`config.mk`:
```
export PLATFORM = sky130hd
export DESIGN_NAME = ip_tx_upper_arbiter
export DESIGN_NICKNAME = d
export VERILOG_FILES = /design/src/rtl/ip_tx_upper_arbiter.sv
export SDC_FILE = /design/constraint.sdc
export NUM_CORES = 1
export LEC_CHECK = 0
export ABC_AREA = 1
export CORE_AREA = 8 8 163 165
export CTS_CLUSTER_SIZE = 14
export DETAILED_ROUTE_END_ITERATION = 10
export DIE_AREA = 0 0 171 173
export GPL_ROUTABILITY_DRIVEN = 0
export HOLD_SLACK_MARGIN = 0.15
export PLACE_DENSITY = 0.72
export SYNTH_ARGS = -nofsm -noshare
export SYNTH_HDL_FRONTEND = slang
export SYNTH_SLANG_ARGS = --single-unit
export TNS_END_PERCENT = 100
```
`constraint.sdc`:
```
create_clock -name i_clk -period 1.9 [get_ports i_clk]
set_input_delay 0.38 -clock i_clk [delete_from_list [all_inputs] [get_ports i_clk]]
set_output_delay 0.38 -clock i_clk [all_outputs]
set_load 0.005 [all_outputs]
```
`src/rtl/ip_tx_upper_arbiter.sv`:
```
// Packet-level arbiter between the UDP (src0) and ICMP (src1) upper TX streams
// feeding the IP TX framer; one registered forwarding stage, ID stamping, packet counters.
module ip_tx_upper_arbiter #(
   parameter int unsigned P_ARB_MODE  = 0,
   parameter int unsigned P_ID_INSERT = 1,
   parameter logic [15:0] P_ID_INIT   = 16'd0
) (
   input  logic        i_clk,
   input  logic        i_rst,
   input  logic [63:0] s0_axis_data,
   input  logic [55:0] s0_axis_user,
   input  logic [7:0]  s0_axis_keep,
   input  logic        s0_axis_last,
   input  logic        s0_axis_valid,
   output logic        s0_axis_ready,
   input  logic [63:0] s1_axis_data,
   input  logic [55:0] s1_axis_user,
   input  logic [7:0]  s1_axis_keep,
   input  logic        s1_axis_last,
   input  logic        s1_axis_valid,
   output logic        s1_axis_ready,
   output logic [63:0] m_axis_data,
   output logic [55:0] m_axis_user,
   output logic [7:0]  m_axis_keep,
   output logic        m_axis_last,
   output logic        m_axis_valid,
   input  logic        m_axis_ready,
   output logic [1:0]  o_grant,
   output logic [15:0] o_pkt_cnt0,
   output logic [15:0] o_pkt_cnt1
);

   localparam int unsigned DW = 64;
   localparam int unsigned UW = 56;
   localparam int unsigned KW = 8;
   localparam int unsigned CW = 16;

   typedef enum logic [1:0] {IDLE, FWD, HOLD} state_t;

   state_t          state_q, state_d;
   logic [1:0]      grant_q, grant_d;
   logic            rr_q, rr_d;
   logic            first_q, first_d;
   logic [CW-1:0]   id_q, id_d;
   logic [CW-1:0]   cnt0_q, cnt0_d;
   logic [CW-1:0]   cnt1_q, cnt1_d;
   logic [DW-1:0]   m_data_q, m_data_d;
   logic [UW-1:0]   m_user_q, m_user_d;
   logic [KW-1:0]   m_keep_q, m_keep_d;
   logic            m_last_q, m_last_d;
   logic            m_valid_q, m_valid_d;

   logic            accept;
   logic            win1;
   logic [DW-1:0]   sel_data;
   logic [UW-1:0]   sel_user;
   logic [KW-1:0]   sel_keep;
   logic            sel_last;

   // Arbitration, beat forwarding and packet bookkeeping
   always_comb begin
      state_d   = state_q;
      grant_d   = grant_q;
      rr_d      = rr_q;
      first_d   = first_q;
      id_d      = id_q;
      cnt0_d    = cnt0_q;
      cnt1_d    = cnt1_q;
      m_data_d  = m_data_q;
      m_user_d  = m_user_q;
      m_keep_d  = m_keep_q;
      m_last_d  = 1'b0;
      m_valid_d = 1'b0;

      s0_axis_ready = (state_q == FWD) && grant_q[0];
      s1_axis_ready = (state_q == FWD) && grant_q[1];
      accept = (s0_axis_valid && s0_axis_ready) || (s1_axis_valid && s1_axis_ready);

      sel_data = grant_q[1] ? s1_axis_data : s0_axis_data;
      sel_user = grant_q[1] ? s1_axis_user : s0_axis_user;
      sel_keep = grant_q[1] ? s1_axis_keep : s0_axis_keep;
      sel_last = grant_q[1] ? s1_axis_last : s0_axis_last;

      // rr_q = 1 means src1 holds the round-robin pointer
      if (P_ARB_MODE != 0) win1 = !s0_axis_valid;
      else                 win1 = rr_q ? s1_axis_valid : !s0_axis_valid;

      case (state_q)
         IDLE: begin
            if (m_axis_ready && (s0_axis_valid || s1_axis_valid)) begin
               grant_d = win1 ? 2'b10 : 2'b01;
               first_d = 1'b1;
               state_d = FWD;
            end
         end
         FWD: begin
            if (accept) begin
               m_valid_d = 1'b1;
               m_data_d  = sel_data;
               m_keep_d  = sel_keep;
               m_last_d  = sel_last;
               first_d   = 1'b0;
               if (first_q) begin
                  if (P_ID_INSERT != 0) m_user_d = {sel_user[UW-1:CW], id_q};
                  else                  m_user_d = sel_user;
               end
               if (sel_last) begin
                  if (grant_q[1]) cnt1_d = cnt1_q + CW'(1);
                  else            cnt0_d = cnt0_q + CW'(1);
                  id_d    = id_q + CW'(1);
                  rr_d    = grant_q[0];
                  grant_d = 2'b00;
                  state_d = HOLD;
               end
            end
         end
         HOLD: begin
            state_d = IDLE;
         end
         default: begin
            grant_d = 2'b00;
            state_d = IDLE;
         end
      endcase
   end

   always_ff @(posedge i_clk) begin
      if (i_rst) begin
         state_q   <= IDLE;
         grant_q   <= 2'b00;
         rr_q      <= 1'b0;
         first_q   <= 1'b0;
         id_q      <= P_ID_INIT;
         cnt0_q    <= '0;
         cnt1_q    <= '0;
         m_data_q  <= '0;
         m_user_q  <= '0;
         m_keep_q  <= '0;
         m_last_q  <= 1'b0;
         m_valid_q <= 1'b0;
      end else begin
         state_q   <= state_d;
         grant_q   <= grant_d;
         rr_q      <= rr_d;
         first_q   <= first_d;
         id_q      <= id_d;
         cnt0_q    <= cnt0_d;
         cnt1_q    <= cnt1_d;
         m_data_q  <= m_data_d;
         m_user_q  <= m_user_d;
         m_keep_q  <= m_keep_d;
         m_last_q  <= m_last_d;
         m_valid_q <= m_valid_d;
      end
   end

   assign m_axis_data  = m_data_q;
   assign m_axis_user  = m_user_q;
   assign m_axis_keep  = m_keep_q;
   assign m_axis_last  = m_last_q;
   assign m_axis_valid = m_valid_q;
   assign o_grant      = grant_q;
   assign o_pkt_cnt0   = cnt0_q;
   assign o_pkt_cnt1   = cnt1_q;

endmodule

```
# == Yosys cells after proc, flatten, opt, wreduce, memory -nomap -nowiden ==
# Cells that the tools add are included.
# totals
reg_bits,184
latch_bits,0
ramBits,0
romBits,0
input_bits,263
output_inout_bits,166
mem_count,0
# op_classes
n_addsub,3
mul,0
div_mod_pow,0
order_cmp,0
n_eq_ne,5
n_shift,0
mux,18
bitwise_logic,4
n_reduce_logical,20
# ops
op,n
64-bit two-way mux,1
56-bit two-way mux,1
"16-bit by 1-bit adder with 16-bit output, second input constant",3
2-bit two-way mux,7
3-bit AND reduction,4
4-bit AND reduction,3
8-bit two-way mux,1
"2-bit != test, second input constant",3
2-bit case mux with 3 select lines,1
1-bit logical AND,5
1-bit two-way mux,5
1-bit inverter,4
2-bit case mux with 2 select lines,1
3-bit OR reduction,1
"2-bit by 1-bit == test with 1-bit output, second input constant",1
"2-bit == test, second input constant",1
2-bit logical NOT,1
1-bit logical OR,2
1-bit case mux with 2 select lines,1
2-bit AND reduction,1
2-bit nonzero test,1
2-bit OR reduction,1
1-bit logical NOT,1

# == Longest topological paths before layout ==
# logic_depth
word_depth,6
mapped_depth,10

# == Worst setup path after synthesis ==
# Ideal clock, no wire load.
# synth_path
kind,register -> register
start,"reg grant_q[1], in the netlist o_grant[1]"
end,"reg m_user_q[15], in the netlist m_axis_user[15]"
setup_ns,0.116
arrival_ns,1.348
required_ns,1.784
path_slack_ns,0.436
path_stages_with_launch,11
path_buffers,3
period_less_slack_ns,1.464
path_cell_list,dfxtp_1 > buf_4 > nand4_2 > nand2_2 > inv_2 > nor2_4 > inv_2 > buf_4 > buf_6 > nor2_1 > nor2_1
# synth_via
elab_chain_cells,4
# synth_rtl
element,line_no,text
"start, declared",41,"logic [1:0] grant_q, grant_d;"
"start signal, assigned",143,grant_q <= grant_d;
1-bit logical AND,76,s1_axis_ready = (state_q == FWD) && grant_q[1];
1-bit logical AND,77,accept = (s0_axis_valid && s0_axis_ready) || (s1_axis_valid && s1_axis_ready);
1-bit logical OR,77,
3-bit AND reduction (no source line),n/a,
"end signal, assigned",150,m_user_q <= m_user_d;
"end, declared",48,"logic [UW-1:0] m_user_q, m_user_d;"
# No other way between the ends.
# A chain may end at the register's enable or synchronous reset.

# == Final worst setup path ==
# layout_path
start,"reg cnt1_q[2], in the netlist o_pkt_cnt1[2]"
end,out o_pkt_cnt1[2]
# layout_lines
element,line_no,text
"start, declared",46,"logic [CW-1:0] cnt1_q, cnt1_d;"
"start signal, assigned",148,cnt1_q <= cnt1_d;
"end, declared",30,output logic [15:0] o_pkt_cnt1
# No word-level cell between the ends.

==> qor.txt <==
Gr ovfl total - 0
Worst-path clk slew - 0.08 ns
Seq/Total Area, Yosys - 43.2%
Routed WL - 32.6 mm
GRT Total Usage - 21.4%
Worst path slowest cell - clkdlybuf4s50_1
Site row count - 57
FFs w/ async S/R, synth - 0%
Least-Margin Pin Slew - 0.798 ns
Fmax - 548 MHz
Rel. slew slack - 46.8%
Antenna Nets Post-Route - 0
Area Overhead vs Synth - 58.9%
Syn_area_per_cell - 6.85 um2
CP max FO - 6
Final Setup Violations - 0
Die X - 171 um
Worst Path Arrival - 1.44 ns
WS Path Type - register to output port
Crit path max-delay family - buffers and inverters
Worst-Skew Late Latency - 0.43 ns
Yosys reg bits - 184
Top FF cell, synth - dfxtp_1
CTS tree - built
Max Cap Viol - 0
Vias - 9469
Clk buf depth - 2
Max IR drop VDD - 454 uV
Final slew viol count - 0
DR iter-0 viols - 682
Synth warn - 0
Largest net degree at the start of global routing - 80
Dpl hpwl - 24.5 mm
Util after Layout - 56.6%
Top-Level Pins - 429
Die Ht - 173 um
Leakage Power - 5.44 nW
Tmin final - 1.82 ns
Count leader, synth - nand2_1
Share of the synthesized area in the top cell type - 43.2%
Core area - 24000 um2
Post-CTS Hold Buffers - 0
Synth top cells by count - 411 x nand2_1, 192 x nor2_1, 184 x dfxtp_1
Cell variety after synth - 33
Top post-synthesis cells by area - dfxtp_1 43%, nand2_1 18%, nor2_1 8.5%, o21ai_0 7.3%, a31oi_1 5.3%
Vias in the first global route - 9231
Worst Skew - 0.0101 ns
Initial core utilization - 35.6%
DR WL/cell - 16.6 um
Final net count - 1889
Detailed Routing Iterations Pass 1 - 5
Clk Tree Root Cell - clkbuf_16
Initial antenna violation count - 3
IO buf count - 396
Reg-to-reg setup timing slack - 0.28 ns
Critical Path Source Type - register
Endpoint class of the critical path - output port
Clk sinks - 184
Syn Std Cell Area - 8530 um2
Data required, critical path - 1.52 ns
Peak per-stage delay on the critical path - 0.56 ns
DRC - 0
Outcome - finished clean
# H-tree levels - 4
Final hold viol count - 0
Post-Synthesis Cells - 1245
Die area - 29600 um2
Resized cells post-CTS - 4
Synth area leader - dfxtp_1
Worst-path cell chain - clkdlybuf4s50_1
Number of buffers created by CTS - 17
Hold crit path type - register to register
Setup Buffers After CTS - 0
Buf+Inv Stages, Crit Path - 1
Number of enable flip-flop cells after synthesis - 0
Pwr dens - 732 nW/um2
Share of cells above drive strength 1 - 7.21%
Final worst path period share - 96.0%
Vias/cell - 4.82
Finished Layout Cells - 1963
Syn Nets - 1511
Placed cells - 1928
First-pass GRT wire length - 50.6 mm
RSZ-0062 raised after global routing - no
## sequential cells by signal, indices dropped and copies added, names as in the netlist, 2 cells and up
register,count
o_pkt_cnt0,16
m_axis_user,56
state_q,2
m_axis_keep,8
m_axis_data,64
o_pkt_cnt1,16
id_q,16
o_grant,2
## worst paths after layout
path                         from              end  depth (start not counted)
setup / recovery    o_pkt_cnt1[2]    o_pkt_cnt1[2]                          1
hold / removal    m_axis_user[52]  m_axis_user[52]                          2
setup reg to reg       o_grant[1]  m_axis_data[10]                          4
hold reg to reg   m_axis_user[52]  m_axis_user[52]                          2
## cells in the final DEF (no fill, tap or decap), types with 5 or more instances in the layout
master           count
nand2_1            411
clkdlybuf4s50_1    394
nor2_1             192
dfxtp_1            180
o21ai_0            125
a31oi_1             72
buf_4               33
nand3_1             32
inv_1               30
a21oi_1             30
clkbuf_16           17
nand4_1             15
xor2_1              14
o21ai_1             12
nand2_2             11
a21oi_2             10
buf_12               9
inv_2                6
inv_8                5
## metrics by stage
step	setup WS [ns]	total power (W)	hold WS, ns	instance area [um2]	setup TNS (ns)
after CTS	0.00515	0.0100	0.488	13500	0
after detailed placement	-0.146	0.00618	0.481	12900	-12.69
after global placement	-0.112	0.00616	0.478	12900	-8.80
after floorplan	0.436	0.00505	0.455	8530	0
final	0.0764	0.00992	0.497	13600	0
after global routing	0.0135	0.0104	0.514	13600	0
## kinds of logic (layout without fill, tap and decap cells)
| family | after synthesis | in the layout | share of synthesized area [%] |
|---|---|---|---|
| buffers and inverters | 119 | 510 | 6.87 |
| flip-flops | 184 | 184 | 43.2 |
| XOR/XNOR | 17 | 17 | 1.75 |
| AO/OA/AOI/OAI | 251 | 251 | 16.3 |
| AND/OR/NAND/NOR | 671 | 671 | 31.5 |
| other | 0 | 3 | 0 |
| adder cells (fa/ha/maj) | 3 | 3 | 0.440 |
## layer usage
| layer | vias up | share of wire, % | global-route usage, % |
|---|---|---|---|
| li1 | 4807 | - | - |
| met4 | 0 | 2.0 | 7.65 |
| met3 | 40 | 7.8 | 6.49 |
| met1 | 4331 | 40 | 24.4 |
| met5 | - | 0 | 0 |
| met2 | 291 | 50 | 37.2 |
## worst reg2reg max path, cell delays in order (launching register included)
cell and delay, ns:
dfxtp_4 0.39, inv_4 0.09, buf_4 0.60, nand2_1 0.25, a31oi_1 0.22
## report_power, final
part	internal, W	switching (W)
registers	0.00402	0.000101
logic	0.00101	0.000953
clock network	0.00203	0.00180
## layout make-up
| cell class | instances | area (um2) |
|---|---|---|
| clock buffers | 17 | 425 |
| inverters | 39 | 151 |
| well taps | 324 | 405 |
| flip-flops and latches | 184 | 3690 |
| fillers | 2289 | 10400 |
| diodes | 3 | 7.51 |
| multi-input cells | 942 | 4270 |
| clock inverters | 15 | 206 |
| repair buffers | 439 | 4400 |
Power figures use the tool's default switching activity.
